[config.mk]
export PLATFORM = sky130hd
export DESIGN_NAME = usb_token_rx
export DESIGN_NICKNAME = d
export VERILOG_FILES = /design/src/rtl/usb_pkg.sv /design/src/rtl/usb_token_rx.sv
export SDC_FILE = /design/constraint.sdc
export NUM_CORES = 1
export LEC_CHECK = 0
export CAP_MARGIN = 20
export CORE_UTILIZATION = 35
export CTS_CLUSTER_SIZE = 24
export DETAILED_ROUTE_END_ITERATION = 12
export PLACE_DENSITY = 0.61
export REMOVE_ABC_BUFFERS = 1
export SETUP_SLACK_MARGIN = 0.2
export SYNTH_ARGS = -nofsm -noshare
export SYNTH_HDL_FRONTEND = slang
export SYNTH_SLANG_ARGS = --single-unit
[constraint.sdc]
create_clock -name clk -period 4.3 [get_ports clk]
set_input_delay 0.86 -clock clk [delete_from_list [all_inputs] [get_ports clk]]
set_output_delay 0.86 -clock clk [all_outputs]
set_load 0.1 [all_outputs]
[src/rtl/usb_pkg.sv]
//------------------------------------------------------------------------------
// usb_pkg : PID constants, token FSM states and the token CRC5 helper.
// Revision: 1.0
//------------------------------------------------------------------------------
`default_nettype none

package usb_pkg;

  localparam logic [3:0] C_PID_OUT   = 4'h1;
  localparam logic [3:0] C_PID_IN    = 4'h9;
  localparam logic [3:0] C_PID_SOF   = 4'h5;
  localparam logic [3:0] C_PID_SETUP = 4'hD;

  typedef enum logic [2:0] {
    ST_IDLE  = 3'd0,
    ST_PID   = 3'd1,
    ST_B1    = 3'd2,
    ST_B2    = 3'd3,
    ST_DRAIN = 3'd4
  } state_t;

  // Reflected form: bit 0 of the result is the first CRC bit on the wire,
  // so it lines up directly with byte2[7:3].
  function automatic logic [4:0] crc5_11(input logic [10:0] field);
    logic [4:0] crc;
    logic       fb;
    crc = 5'h1F;
    for (int i = 0; i < 11; i++) begin
      fb  = crc[0] ^ field[i];
      crc = {1'b0, crc[4:1]} ^ (fb ? 5'b10100 : 5'b00000);
    end
    return ~crc;
  endfunction

endpackage

`default_nettype wire

[src/rtl/usb_token_rx.sv]
//------------------------------------------------------------------------------
// usb_token_rx : decodes USB token packets (PID, addr/endp or frame, CRC5).
// Revision: 1.0
//------------------------------------------------------------------------------
`default_nettype none

module usb_token_rx
  import usb_pkg::*;
(
  input  logic       clk,
  input  logic       n_rst,
  input  logic [7:0] rx_data,
  input  logic       rx_valid,
  input  logic       rx_eop,
  output logic       tok_done,
  output logic       tok_ok,
  output logic [3:0] tok_pid,
  output logic [6:0] tok_addr,
  output logic [3:0] tok_endp,
  output logic       pid_err,
  output logic       crc_err,
  output logic       len_err,
  output logic       busy
);

  state_t      r_state;
  state_t      w_next;
  logic [7:0]  r_pid_byte, r_byte1, r_byte2;
  logic [7:0]  w_pid_byte, w_byte1, w_byte2;
  logic [10:0] w_field;
  logic        w_busy, w_eval, w_cap_pid, w_cap_b1, w_cap_b2, w_len_ok;
  logic        w_pid_bad, w_crc_bad;
  logic        r_done, r_ok, r_pid_err, r_crc_err, r_len_err;
  logic [3:0]  r_pid, r_endp;
  logic [6:0]  r_addr;

  always_ff @(posedge clk or negedge n_rst) begin
    if (!n_rst) r_state <= ST_IDLE;
    else        r_state <= w_next;
  end

  always_comb begin
    w_next = r_state;
    case (r_state)
      ST_IDLE:  if (rx_valid) w_next = ST_PID;
      ST_PID:   if (rx_valid) w_next = ST_B1;
      ST_B1:    if (rx_valid) w_next = ST_B2;
      ST_B2:    if (rx_valid) w_next = ST_DRAIN;
      ST_DRAIN: w_next = ST_DRAIN;
      default:  w_next = ST_IDLE;
    endcase
    if (rx_eop) w_next = ST_IDLE;
  end

  // A coincident byte is counted before the end-of-packet is judged.
  always_comb begin
    w_busy    = (r_state != ST_IDLE);
    w_eval    = rx_eop && (w_busy || rx_valid);
    w_cap_pid = rx_valid && (r_state == ST_IDLE);
    w_cap_b1  = rx_valid && (r_state == ST_PID);
    w_cap_b2  = rx_valid && (r_state == ST_B1);
    w_len_ok  = (r_state == ST_B2 && !rx_valid) || (r_state == ST_B1 && rx_valid);
  end

  always_comb begin
    w_pid_byte = w_cap_pid ? rx_data : r_pid_byte;
    w_byte1    = w_cap_b1  ? rx_data : r_byte1;
    w_byte2    = w_cap_b2  ? rx_data : r_byte2;
    w_field    = {w_byte2[2:0], w_byte1};
    w_pid_bad  = (w_pid_byte[7:4] != ~w_pid_byte[3:0]) ||
                 !(w_pid_byte[3:0] inside {C_PID_OUT, C_PID_IN, C_PID_SOF, C_PID_SETUP});
    w_crc_bad  = w_len_ok && (w_byte2[7:3] != crc5_11(w_field));
  end

  always_ff @(posedge clk or negedge n_rst) begin
    if (!n_rst) begin
      r_pid_byte <= 8'h00;
      r_byte1    <= 8'h00;
      r_byte2    <= 8'h00;
    end else begin
      if (w_cap_pid) r_pid_byte <= rx_data;
      if (w_cap_b1)  r_byte1    <= rx_data;
      if (w_cap_b2)  r_byte2    <= rx_data;
    end
  end

  always_ff @(posedge clk or negedge n_rst) begin
    if (!n_rst) begin
      r_done    <= 1'b0;
      r_ok      <= 1'b0;
      r_pid     <= 4'h0;
      r_addr    <= 7'h00;
      r_endp    <= 4'h0;
      r_pid_err <= 1'b0;
      r_crc_err <= 1'b0;
      r_len_err <= 1'b0;
    end else begin
      r_done <= w_eval;
      if (w_eval) begin
        r_ok      <= !(w_pid_bad || w_crc_bad || !w_len_ok);
        r_pid     <= w_pid_byte[3:0];
        r_addr    <= w_field[6:0];
        r_endp    <= w_field[10:7];
        r_pid_err <= w_pid_bad;
        r_crc_err <= w_crc_bad;
        r_len_err <= !w_len_ok;
      end
    end
  end

  assign tok_done = r_done;
  assign tok_ok   = r_ok;
  assign tok_pid  = r_pid;
  assign tok_addr = r_addr;
  assign tok_endp = r_endp;
  assign pid_err  = r_pid_err;
  assign crc_err  = r_crc_err;
  assign len_err  = r_len_err;
  assign busy     = w_busy;

endmodule

`default_nettype wire

; ---- Word level (Yosys, flattened, before mapping)
; Cells that the tools add are included.
[totals]
register_bits = 47
inputBits = 12
out_inout_bits = 21
[classes]
n_eq_ne = 14
mux = 20
bitwise_logic = 23
n_reduce_logical = 19
[ops]
columns = op, count
row1 = $mux 5, 11
row2 = $xor 4x5->5, 10
row3 = $mux 8, 3
row4 = $mux 3, 5
row5 = $pmux 3 s5, 1
row6 = $ne 3x3->1 const B, 4
row7 = $xor 1x1->1, 10
row8 = $eq 4x4->1 const B, 2
row9 = $not 4->4, 2
row10 = $eq 3x2->1 const B, 2
row11 = $logic_and 1x1->1, 6
row12 = $logic_or 1x1->1, 5
row13 = $ne 5x5->1, 1
row14 = $not 5->5, 1
row15 = $eq 4x1->1 const B, 1
row16 = $eq 4x3->1 const B, 1
row17 = $logic_not 1->1, 4
row18 = $ne 4x4->1, 1
row19 = $reduce_and 4->1, 1
row20 = $reduce_bool 4->1, 1
row21 = $eq 3x1->1 const B, 1
row22 = $eq 3x3->1 const B, 1
row23 = $logic_not 3->1, 1
row24 = $reduce_bool 3->1, 1

; ---- Longest topological paths before layout
; Gate-level depths: netlist of the first run.
[logic_depth]
depth_word = 41
ltp_mapped = 9
mapped_depth_nobuf = 7

; ---- Least setup slack after synthesis of the first run
; Ideal clock, no wire load.
[synth_path]
path_type = input to register
startpoint = in rx_valid
endpoint = reg r_ok, in the netlist tok_ok
setup_time_ps = 71
t_arrival_ps = 2570
t_required_ps = 4229
setup_slack_ps = 1659
path_stages = 8
n_path_buf = 2
cell_sequence = buf_2 nor4b_2 buf_4 mux2_2 xor2_1 or4_1 nor2_1 a32o_1
[synth_rtl]
columns = element, line
row1 = from (decl), usb_token_rx.sv:13  ; input logic rx_valid,
row2 = $logic_and 1x1->1, usb_token_rx.sv:59  ; w_cap_pid = rx_valid && (r_state == ST_IDLE);
row3 = $mux 8, n/a
row4 = via w_pid_byte[7], usb_token_rx.sv:29  ; logic [7:0] w_pid_byte, w_byte1, w_byte2;
row5 = $ne 4x4->1, usb_token_rx.sv:70  ; w_pid_bad = (w_pid_byte[7:4] != ~w_pid_byte[3:0]) ||
row6 = $logic_or 1x1->1, usb_token_rx.sv:70
row7 = $logic_or 1x1->1 (2 in series), usb_token_rx.sv:100  ; r_ok <= !(w_pid_bad || w_crc_bad || !w_len_ok);
row8 = $logic_not 1->1, usb_token_rx.sv:100
row9 = to (signal assigned), usb_token_rx.sv:100
row10 = to (decl), usb_token_rx.sv:33  ; logic r_done, r_ok, r_pid_err, r_crc_err, r_len_err;
; The timed path passes the listed nets, and every way through them passes these cells.
; A chain may end at the register's enable or synchronous reset.

; ---- Worst setup path in the final report of the first run
[layout_path]
startpoint = in rx_valid
endpoint = reg r_ok, in the netlist tok_ok
[layout_between]
elab_chain_len = 26
[layout_lines]
columns = element, line
row1 = $logic_and 1x1->1, usb_token_rx.sv:60  ; w_cap_b1 = rx_valid && (r_state == ST_PID);
row2 = $mux 8, n/a
row3 = $xor 1x1->1 or $mux 5 (tied branches), "usb_pkg.sv:29, usb_pkg.sv:30"
row4 = $mux 5 or $not 4->4 (tied branches), n/a
row5 = $xor 4x5->5 (2 in series), usb_pkg.sv:30  ; crc = {1'b0, crc[4:1]} ^ (fb ? 5'b10100 : 5'b00000);
row6 = $xor 4x5->5 or $xor 1x1->1 (tied branches), "usb_pkg.sv:30, usb_pkg.sv:29"
row7 = $xor 1x1->1 or $mux 5 (tied branches), "usb_pkg.sv:29, usb_pkg.sv:30"
row8 = $mux 5 or $xor 4x5->5 (tied branches), usb_pkg.sv:30
row9 = [... 8 more ...], n/a
row10 = $xor 1x1->1 or $mux 5 (tied branches), "usb_pkg.sv:29, usb_pkg.sv:30"
row11 = $mux 5 or $xor 4x5->5 (tied branches), usb_pkg.sv:30
row12 = $xor 4x5->5, usb_pkg.sv:30
row13 = $not 5->5, usb_pkg.sv:32  ; return ~crc;
row14 = $ne 5x5->1, usb_token_rx.sv:72  ; w_crc_bad = w_len_ok && (w_byte2[7:3] != crc5_11(w_field));
row15 = $logic_and 1x1->1, usb_token_rx.sv:72
row16 = $logic_or 1x1->1 (2 in series), usb_token_rx.sv:100
row17 = $logic_not 1->1, usb_token_rx.sv:100
; Parallel ways exist; a longest one is shown, timed or not.

==> results of run 1 <==
-- stage by stage --
stage	total power, mW	area [sq um]	worst slack [ns]	std cells	hold WS, ns
2_1_floorplan	1.56	2220	1.03	187	0.453
3_3_place_gp	1.81	2650	0.872	297	0.462
3_5_place_dp	1.82	2650	0.907	297	0.461
4_1_cts	2.08	2740	1.20	304	0.489
5_1_grt	2.19	2760	0.968	305	0.391
6_report	2.06	2760	1.20	305	0.387
-- worst max-delay path: stages --
cell,delay [ns]
clkdlybuf4s50_1,0.60
and4bb_1,0.57
mux2i_1,0.41
xnor2_1,0.18
xor2_1,0.20
nand2b_1,0.12
mux2i_1,0.08
a32o_1,0.26
-- sequential cells by signal, summed over array words and instances, names as in the netlist --
register / flops
r_byte1: 8
r_byte2: 8
r_pid_byte: 8
tok_addr: 7
tok_endp: 4
tok_pid: 4
r_state: 3
crc_err: 1
len_err: 1
pid_err: 1
tok_done: 1
tok_ok: 1
-- cells in the mapped netlist, drive strengths merged --
library cell / number / area [sq um]
and4bb: 2 / 25.0
nor3: 2 / 10.0
or3b: 1 / 8.76
inv: 10 / 37.5
a21o: 1 / 7.51
mux2: 15 / 173
nand4b: 1 / 8.76
o2bb2ai: 1 / 8.76
xnor2: 11 / 96.3
clkbuf: 3 / 11.3
or4: 1 / 7.51
xnor3: 5 / 113
a31oi: 1 / 6.26
nor4b: 1 / 15.0
nor2: 7 / 26.3
a32o: 1 / 10.0
dfrtp: 47 / 1180
nand2b: 2 / 12.5
xor2: 10 / 87.6
or3: 1 / 6.26
a21oi: 3 / 15.0
nand2: 35 / 131
o21ai: 11 / 55.1
buf: 6 / 37.5
nand4: 1 / 6.26
o21a: 1 / 7.51
mux2i: 15 / 163
clkinv: 1 / 3.75
-- final cells by class --
class                   count  area (sq um)
fillers                   622          3340
flip-flops and latches     47          1180
multi-input cells         129          1000
repair buffers             36           358
well taps                  75          93.8
clock buffers               5          68.8
inverters                  11          41.3
clock inverters             2          13.8
-- where the power goes --
group / switching, mW / total, mW / internal (mW)
registers: 0.0714 / 0.643 / 0.572
clock network: 0.150 / 0.261 / 0.111
logic: 0.743 / 1.16 / 0.416
total: 0.964 / 2.06 / 1.10
-- how the worst max path moves through the flow --
stage                                 startpoint                   to  slack, ns  depth (start not counted)
after global placement                  rx_valid   tok_ok$_DFFE_PN0P_       0.87                          8
after global routing                    rx_valid  crc_err$_DFFE_PN0P_       0.97                          8
after floorplan           r_state[2]$_DFFE_PN0P_   tok_ok$_DFFE_PN0P_       1.03                          7
final                                   rx_valid   tok_ok$_DFFE_PN0P_       1.20                          8
after detailed placement                rx_valid   tok_ok$_DFFE_PN0P_       0.91                          8
after CTS                               rx_valid   tok_ok$_DFFE_PN0P_       1.20                          8
-- cell usage in the layout, fill, tap and decap left out, types with 2 or more instances in the layout --
cell type / count
nor2_1: 7
o21ai_0: 10
nand2b_1: 2
a21oi_1: 3
buf_4: 3
clkdlybuf4s50_1: 31
nand2_1: 35
xor2_1: 10
inv_1: 10
nor3_1: 2
xnor2_1: 11
mux2i_1: 14
clkbuf_8: 5
dfrtp_1: 47
and4bb_1: 2
xnor3_1: 5
mux2_2: 13
-- kinds of logic after synthesis --
group,count (synthesis)
buffers and inverters,20
XOR/XNOR,26
AND/OR/NAND/NOR,54
flip-flops,47
AO/OA/AOI/OAI,19
multiplexers,30
-- metal layers --
layer	vias to the layer above	routed length (um)
met5	-	0
met4	0	68
met3	8	164
met2	27	2060
met1	718	2290
li1	712	-
==> qor.txt, run 1 <==
I/O pin cnt -> 33
nets@finish -> 242
Synth Warn # -> 0
Root Buffer -> clkbuf_8
Core ar. -> 6100 sq um
First DRT Iteration DRCs -> 56
hold buffer count at cts -> 0
CP Class -> in2reg
Peak Freq -> 323 MHz
first-pass GRT wire length -> 7520 um
Arr. time, crit path -> 3.29 ns
port bufs -> 32
worst-margin pin slew -> 0.973 ns
crit path launch type -> input pin
CTS Sinks -> 47
combinational family with the most area after synthesis -> multiplexers
Vias -> 1465
worst r2r path cells -> 7
vias in the first global route -> 1487
Final Cycle Share -> 0.720
Synth Area in Simple Gates -> 0.114
Clk pin slew, worst setup/hold paths -> 0.09 ns
mux cell area share after synthesis -> 0.148
RR Startpoint -> r_state[0]$_DFFE_PN0P_
Die Ht -> 82.5 um
PostCTS Resize Cnt -> 0
reg2reg end -> tok_ok$_DFFE_PN0P_
Post-CTS Setup Inserts -> 0
final core area utilization -> 0.452
GRT Util Overall -> 0.153
final WL -> 4580 um
Routed Antenna Nets -> 0
largest net degree at the start of global routing -> 48
Final Hold Vio Count -> 0
register area share after synthesis -> 0.519
busiest layer in global routing -> met2
Post-Synthesis Cell Area -> 2270 sq um
adder-cell share of the synthesized area -> 0
initial antenna violation count -> 0
clock latency on the worst-skew pair -> 0.30 ns
status -> complete, no violations
Detailed Place HPWL -> 3250 um
initial core utilization -> 0.372
diode count -> 0
CTS tree -> built
fin crit period -> 3.10 ns
Yosys cell types -> 33
Rows -> 28
syn avg cell area -> 11.6 sq um
Yosys reg bits -> 47
proportion of layout cells with a drive suffix above 1 -> 0.130
total CTS buffers -> 5
r2r setup slk -> 1.82 ns
full die area -> 6800 sq um
cells after synthesis -> 196
grt ovf -> 0
DR WL/cell -> 15.0 um
critical path capture point type -> flop
post-synthesis xor/xnor area fraction -> 0.131
Final GP Congestion -> 0.860
RSZ-0062 raised after global routing -> false
Clock Skew -> 0.00865 ns
met3 Resource Use GR -> 0.0297
GR met2 Demand/Resource -> 0.233
met1 GRT Util -> 0.216
Max-cap violations -> 0
Die Span X -> 82.5 um
leakage power -> 1.25 nW
CTS H-tree depth -> 2
CP required -> 4.49 ns
PD cells -> 749 nW/um^2
Layout area overhead -> 21.6%
worst rel slew slack -> 0.349
Max VDD drop -> 0.000343 V
Synth Area in Compound Gates -> 0.0486
CP Max Fanout -> 9
Slew Limit Fails -> 0
setup TNS -> 0 ns
Hold Path Class -> in2async
post-DR vias/cell -> 4.80
setup violators final -> 0
first drt pass iteration count -> 4
DR DRC count -> 0
clk buf depth -> 2
Note: power is estimated with default switching activity, not from simulation.
==> inputs of run 2 (changes only) <==
Clock period 4.3 ns to 3 ns, I/O delays scaled along.
==> qor.txt, run 2 (same netlist as run 1, synthesis figures left out) <==
CP required -> 3.19 ns (-1.30 ns)
dpl cells -> 314 (+5.7%)
critical path capture point type -> flop
GRT Util Overall -> 0.163 (+0.00994)
hold buffer count at cts -> 0 (unchanged)
DR WL/cell -> 14.9 um (-0.67%)
Non-Filler Instances -> 322 (+5.6%)
CTS tree -> built
Pint -> 1.58 mW (+44%)
most common cell after layout, fill and taps aside -> dfrtp_1
Rows -> 28 (unchanged)
Clk pin slew, worst setup/hold paths -> 0.08 ns (about the same)
Routed Antenna Nets -> 0 (unchanged)
nets@finish -> 258 (+6.6%)
CTS Sinks -> 47 (unchanged)
setup violators final -> 0 (unchanged)
Layout area overhead -> 24.1%
clock power share -> 0.127 (about the same)
clock latency on the worst-skew pair -> 0.30 ns (about the same)
first drt pass iteration count -> 4 (unchanged)
RSZ-0062 raised after global routing -> false
clk buf depth -> 2 (unchanged)
Max VDD drop -> 0.000485 V (+41%)
Peak Freq -> 371 MHz
worst-margin pin slew -> 0.519 ns (-0.454 ns)
port bufs -> 32 (unchanged)
proportion of layout cells with a drive suffix above 1 -> 0.271 (+0.141)
Final Cycle Share -> 0.897
Regs by FF count -> r_byte1 (8), r_byte2 (8), r_pid_byte (8)
Setup Slack @ Placement -> -0.00112 ns (-0.908 ns)
status -> complete, no violations
total power -> 2.99 mW (+45%)
CP Class -> in2reg
Root Buffer -> clkbuf_8
Slew Limit Fails -> 0 (unchanged)
DR DRC count -> 0 (unchanged)
final WL -> 4800 um (+4.9%)
Die Ht -> 82.5 um (unchanged)
Post-CTS Setup Inserts -> 0 (unchanged)
diode count -> 0 (unchanged)
post-DR vias/cell -> 4.66 (-3.0%)
first-pass GRT wire length -> 7950 um (+5.7%)
CTS H-tree depth -> 2 (unchanged)
grt ovf -> 0 (unchanged)
PostCTS Resize Cnt -> 0 (unchanged)
Final WS setup -> 0.308 ns (-0.896 ns)
Reg power frac -> 0.310 (-0.002)
Comb pwr share -> 0.564 (+0.002)
fill count -> 594 (-4.5%)
crit path launch type -> input pin
I/O pin cnt -> 33 (unchanged)
fin crit period -> 2.69 ns
vias in the first global route -> 1553 (+4.4%)
Final Hold Vio Count -> 0 (unchanged)
initial core utilization -> 0.372 (unchanged)
largest net degree at the start of global routing -> 27 (-44%)
PD cells -> 1060 nW/um^2 (+42%)
most frequent cells in the layout -> dfrtp_1 (47), buf_4 (41), nand2_1 (35)
CP Max Fanout -> 4 (-5)
leakage power -> 1.34 nW (+7.7%)
First DRT Iteration DRCs -> 33 (-41%)
Vias -> 1500 (+2.4%)
initial antenna violation count -> 0 (unchanged)
worst rel slew slack -> 0.654 (+0.305)
P_sw -> 1.40 mW (+46%)
Core ar. -> 6100 sq um (unchanged)
full die area -> 6800 sq um (unchanged)
Die Span X -> 82.5 um (unchanged)
Switching Fraction -> 0.470 (+0.00272)
Max-cap violations -> 0 (unchanged)
Final GP Congestion -> 0.814 (-5.4%)
total CTS buffers -> 5 (unchanged)
Clock Skew -> 0.00547 ns (-0.00318 ns)
Detailed Place HPWL -> 3540 um (+9.0%)
Hold Path Class -> in2async
Arr. time, crit path -> 2.89 ns (-0.40 ns)
[run 2: cell count changes in the layout (fill, tap and decap cells not counted), sizes merged]
cell	delta
buf	+37
clkbuf	+1
clkdlybuf4s50	-21
clkinv	-1
clkinvlp	+1
[run 2: area by class of cell]
class / count / area, sq um / area share
clock buffer: 6 / 72.6 / 0.0258
clock inverter: 2 / 12.5 / 0.00445
inverter: 11 / 41.3 / 0.0147
multi-input combinational: 129 / 1000 / 0.357
sequential: 47 / 1180 / 0.418
tap: 75 / 93.8 / 0.0334
timing repair buffer: 52 / 413 / 0.147
[run 2: through the flow]
step                hold slack [ns]   TNS, ns  instance area, sq um   util
floorplan                     0.304    -0.428                  2220      -
global placement              0.463         0                  2730  0.447
detailed placement            0.464  -0.00112                  2730  0.447
CTS                           0.277         0                  2810  0.461
global route                  0.290         0                  2810  0.461
finish                        0.265         0                  2810  0.461
[run 2: routing by layer]
layer | track usage | wire (um)
met1 | 0.228 | 2410
met2 | 0.250 | 2190
met3 | 0.0330 | 150
met4 | 0.0579 | 45
met5 | 0 | 0
[run 2: final timing paths]
| path | startpoint | to | slack [ns] | cells past startpoint |
|---|---|---|---|---|
| max reg2reg | r_state[1]$_DFFE_PN0P_ | tok_ok$_DFFE_PN0P_ | 0.58 | 7 |
| min reg2reg | tok_addr[4]$_DFFE_PN0P_ | tok_addr[4]$_DFFE_PN0P_ | 0.48 | 2 |
| min in group clk | tok_addr[4]$_DFFE_PN0P_ | tok_addr[4]$_DFFE_PN0P_ | 0.48 | 2 |
| min | n_rst | tok_endp[2]$_DFFE_PN0P_ | 0.27 | 1 |
| max | rx_valid | tok_ok$_DFFE_PN0P_ | 0.31 | 8 |
| max in group asynchronous | n_rst | r_byte1[0]$_DFF_PN0_ | 2.01 | 2 |
[run 2: worst max-delay path: stages]
cell and delay (ns):
clkdlybuf4s50_1 0.54, and4bb_1 0.32, buf_4 0.18, mux2_4 0.32, xnor2_1 0.29, mux2i_1 0.25
o2bb2ai_1 0.12, a32o_1 0.26
[run 2: power groups by stage]
stage               clock network, mW  registers [mW]  logic [mW]
floorplan                           0            1.46       0.776
global placement                    0           0.933        1.66
detailed placement                  0           0.939        1.68
CTS                             0.393           0.927        1.69
global route                    0.427           0.947        1.79
finish                          0.378           0.925        1.68
